`config.mk`:
```
export PLATFORM = sky130hd
export DESIGN_NAME = cmd_packet_fifo
export DESIGN_NICKNAME = d
export VERILOG_FILES = /design/src/rtl/cmd_packet_fifo.sv
export SDC_FILE = /design/constraint.sdc
export NUM_CORES = 1
export LEC_CHECK = 0
export CAP_MARGIN = 20
export CORE_MARGIN = 1.5
export CORE_UTILIZATION = 50
export CTS_BUF_LIST = sky130_fd_sc_hd__clkbuf_2
export CTS_CLUSTER_DIAMETER = 60
export DETAILED_ROUTE_END_ITERATION = 10
export GPL_TIMING_DRIVEN = 0
export HOLD_SLACK_MARGIN = 0.12
export PLACE_DENSITY = 0.74
export SETUP_SLACK_MARGIN = 0.3
export SYNTH_ARGS = -nofsm -noshare
export SYNTH_HDL_FRONTEND = slang
export SYNTH_SLANG_ARGS = --single-unit
```
`constraint.sdc`:
```
create_clock -name clk -period 7.85 [get_ports clk]
set_clock_uncertainty 0.1 [all_clocks]
set_input_delay 1.9625 -clock clk [delete_from_list [all_inputs] [get_ports clk]]
set_output_delay 1.9625 -clock clk [all_outputs]
set_load 0.02 [all_outputs]
```
`src/rtl/cmd_packet_fifo.sv`:
```
// In-order command packet buffer feeding the dataflow decoder: first-word-fall-through head, one push and one pop per cycle.
// Write-to-read latency 1 cycle; writes are refused while full (sticky overflow), and the head is held while fifo_stall is high.
module cmd_packet_fifo #(
    parameter int PACKET_W = 16,
    parameter int DEPTH    = 8,
    parameter int AF_LEVEL = 6,
    localparam int CNT_W   = $clog2(DEPTH + 1),
    localparam int PTR_W   = $clog2(DEPTH)
) (
    input  logic                clk,
    input  logic                reset,
    input  logic                flush,
    input  logic                in_valid,
    input  logic [PACKET_W-1:0] in_packet,
    output logic                in_ready,
    input  logic                fifo_stall,
    output logic                out_valid,
    output logic [PACKET_W-1:0] out_packet,
    output logic [CNT_W-1:0]    count,
    output logic                full,
    output logic                empty,
    output logic                almost_full,
    output logic                overflow
);

    logic [PACKET_W-1:0] mem [DEPTH];
    logic [PTR_W-1:0]    wr_ptr;
    logic [PTR_W-1:0]    rd_ptr;
    logic                clear;
    logic                push;
    logic                pop;
    logic [PTR_W-1:0]    wr_ptr_inc;
    logic [PTR_W-1:0]    rd_ptr_inc;

    // Status is decoded from the registered count only, so no input reaches an output combinationally.
    assign full        = (count == CNT_W'(DEPTH));
    assign empty       = (count == '0);
    assign almost_full = (count >= CNT_W'(AF_LEVEL));
    assign in_ready    = !full;
    assign out_valid   = !empty;
    assign out_packet  = mem[rd_ptr];

    assign clear = reset || flush;
    assign push  = in_valid && in_ready && !clear;
    assign pop   = out_valid && !fifo_stall && !clear;

    // Explicit wrap so non-power-of-two depths work.
    assign wr_ptr_inc = (wr_ptr == PTR_W'(DEPTH - 1)) ? '0 : wr_ptr + 1'b1;
    assign rd_ptr_inc = (rd_ptr == PTR_W'(DEPTH - 1)) ? '0 : rd_ptr + 1'b1;

    always_ff @(posedge clk) begin
        if (clear) begin
            wr_ptr   <= '0;
            rd_ptr   <= '0;
            count    <= '0;
            overflow <= 1'b0;
        end else begin
            if (push) begin
                wr_ptr <= wr_ptr_inc;
            end
            if (pop) begin
                rd_ptr <= rd_ptr_inc;
            end
            count <= count + CNT_W'(push) - CNT_W'(pop);
            if (in_valid && !in_ready) begin
                overflow <= 1'b1;
            end
        end
    end

    // Storage is left uninitialised on reset; only the pointers and count define what is valid.
    always_ff @(posedge clk) begin
        if (push) begin
            mem[wr_ptr] <= in_packet;
        end
    end

endmodule

```
==> flow_metrics.tcl <==
set metrics [dict create \
    critPathMaxStageDelay_ns 0.56 \
    crit_path_cell_trace "buf_1 > mux4_1 > mux2_2 > clkdlybuf4s50_1" \
    synth_cells 273 \
    vias 2779 \
    drt_iter0_markers 165 \
    ant_nets 0 \
    cp-end-kind "primary output" \
    core.rowCount 38 \
    rsz0062_at_grt "no" \
    crit_required_ns 5.79 \
    core_mm2 0.0110 \
    vdd_drop_max_mv 0.0933 \
    io_pins 47 \
    die_y_um 110 \
    postPlaceCellArea_mm2 0.00649 \
    die-area_mm2 0.0120 \
    drive_above_1_share_pct 20.6 \
    viasPerCell 5.57 \
    ctsResizeCount 0 \
    cts_setup_buffers 0 \
    cts_root_buffer "clkbuf_2" \
    cts_tree "done" \
    clkPwrFrac_pct 37.9 \
    synthToLayoutAreaGrowth_pct 20.0 \
    drc 0 \
    hp-start "overflow" \
    wirelength_mm 10.0 \
    cts.clk_slew.worst_paths_ns 0.22 \
    power_density_mw_per_mm2 207 \
    fin_ws_ns 2.84 \
    crit_type "flip-flop to primary output" \
    finalCritPeriodShare_pct 63.8 \
    num_antenna_cells 0 \
    cap_violations 0 \
    met1_usage_pct 24.5 \
    finalInstanceArea_mm2 0.00682 \
    outcome "finished clean" \
    power_frac_seq_pct 58.6 \
    cts.sinks 142 \
    cp_top_family "buffers and inverters" \
    first_global_vias 2753 \
    synth.distinct_cells 34 \
    syn-cell-area_mm2 0.00568 \
    finalSetupTns_ns 0 \
    critical_path.max_fanout 10 \
    crit_buf_inv 2 \
    critical-path-slowest-cell "buf_1" \
    routabilityCongestion 0.716 \
    grt_pass1_wl_mm 15.1 \
    leakage_nw 2.26 \
    cts_inserted_buffers 17 \
    cts_buffer_depth 2 \
    dr.pass1.iters 4 \
    ys_seq_elements 142 \
    fin_nets 379 \
    grt_antenna_before_repair 0 \
    fmax_mhz 200 \
    r2r_cells 12 \
    p_int_mw 1.13 \
    seq_area_frac_synth_pct 72.6 \
    r2r_end "count[2]" \
    final_common_cell "edfxtp_1" \
    worst_hold_path_type "flip-flop to flip-flop" \
    r2r_start "count[3]" \
    p_switching_uw 287 \
    power_mw 1.41 \
    portBuffers 46 \
    final_hold_viol_count 0 \
    min_to "overflow" \
    synth_nets 306 \
    grt.total_usage_pct 18.3 \
    netSwitchingFraction_pct 20.3 \
    cts-htree-levels 4 \
    setup_viol 0 \
    initial_core_util_pct 51.8 \
    final_cell_mix "128 x edfxtp_1, 46 x clkdlybuf4s50_1, 28 x mux4_1" \
    grt.busiest_layer "met2" \
    wl_per_cell_um 20.0 \
    synth_area_per_cell_um2 20.8 \
    drv_slew 0 \
    rrSetupSlack_ns 5.09 \
    ctsHoldBuffers 0 \
    whs_path_depth 2 \
    combPwrFrac_pct 3.5 \
    clock_latency_ns 0.67 \
    gr-usage-met3_pct 6.11 \
    arrival_ns 2.94 \
    fin_crit_ns 5.01 \
    worst_setup_path_start_kind "flip-flop" \
    die_w_um 110 \
    worst_pin_slew_ns 0.906 \
    ys_warn_count 0 \
    overflow 0 \
    grt_max_degree 17 \
    gr-usage-met2_pct 28.6 \
    place_hpwl_mm 6.37 \
    place_ws_ns 3.18 \
    maxSlewHeadroom_pct 39.3 \
    post-route-util_pct 62.1 \
]
synth_stat cells:
library cell / count / share of area [%]
mux2_2: 16 / 3.2
nand2b_1: 3 / 0.33
nor3b_1: 1 / 0.13
clkbuf_1: 2 / 0.13
a21oi_1: 4 / 0.35
or3_1: 2 / 0.22
nand3_1: 2 / 0.18
mux4_1: 28 / 13
mux2i_1: 1 / 0.18
buf_6: 4 / 0.79
nand4_1: 2 / 0.22
buf_2: 1 / 0.088
edfxtp_1: 128 / 68
o211ai_1: 4 / 0.53
inv_1: 11 / 0.73
o21ai_0: 4 / 0.35
nand4b_1: 1 / 0.15
or2_0: 1 / 0.11
nor2_1: 11 / 0.73
mux4_2: 4 / 1.6
o31ai_1: 1 / 0.13
buf_1: 3 / 0.20
nor3_2: 1 / 0.18
dfxtp_1: 14 / 4.9
clkbuf_2: 1 / 0.088
ha_1: 11 / 2.4
xor2_1: 1 / 0.15
or3b_2: 1 / 0.15
and2_1: 1 / 0.11
fa_1: 1 / 0.35
or4_4: 1 / 0.20
nand2_1: 5 / 0.33
a21o_1: 1 / 0.13
nor3_1: 1 / 0.088
cells by family (layout without fill, tap and decap cells):
group	count (synthesis)	after routing	synth area share [%]
flip-flops	142	142	72.6
AND/OR/NAND/NOR	33	33	3.13
XOR/XNOR	1	1	0.154
buffers and inverters	22	108	2.02
multiplexers	49	49	17.9
adder cells (fa/ha/maj)	12	12	2.77
AO/OA/AOI/OAI	14	14	1.50
registers in the layout, summed over array words and instances (netlist names), named ones only:
signal	count
count	4
mem	128
overflow	1
rd_ptr	3
wr_ptr	3
area by class of cell:
cell class	instances	area, um^2
multi-input cells	109	1470
well taps	140	175
fillers	759	4160
plain buffers	11	73.8
repair buffers	54	607
flip-flops and latches	142	4120
clock inverters	14	238
clock buffers	18	90.1
inverters	11	41.3
worst register-to-register path, stage by stage, from the launching register on:
cell	delay (ns)
dfxtp_1	0.38
inv_1	0.09
ha_1	0.14
nor3b_1	0.53
or3_1	0.26
inv_1	0.06
ha_1	0.27
inv_1	0.05
ha_1	0.16
inv_1	0.06
fa_1	0.37
xor2_1	0.15
nor2_1	0.05
routing by layer:
layer | routed length, um | share of wire [%]
met3 | 433 | 4.3
met5 | 0 | 0
met4 | 76 | 0.76
met2 | 5040 | 50
met1 | 4450 | 45
worst max-delay path by stage:
stage,from,endpoint,slack (ns),cells after the start
2_1_floorplan,flush,mem[1][0],3.68,3
6_report,flip-flop,out_packet[8],2.84,4
4_1_cts,flip-flop,out_packet[8],2.75,4
3_3_place_gp,flush,mem[1][5],2.03,4
5_1_grt,flip-flop,out_packet[8],2.67,4
3_5_place_dp,flush,mem[1][5],3.18,5
metrics by stage:
step | cells | hold WS (ns)
final | 499 | 0.414
after global routing | 499 | 0.443
after global placement | 459 | 0.354
after detailed placement | 467 | 0.371
after floorplan | 273 | 0.363
after CTS | 499 | 0.414
power by group through the flow:
stage,clock (mW),combinational (mW),sequential (mW)
6_report,0.536,0.0490,0.829
5_1_grt,0.579,0.0530,0.829
4_1_cts,0.549,0.0495,0.829
3_5_place_dp,0,0.0492,0.845
3_3_place_gp,0,0.0459,0.845
2_1_floorplan,0,0.0176,0.845
Power figures use the tool's default switching activity.
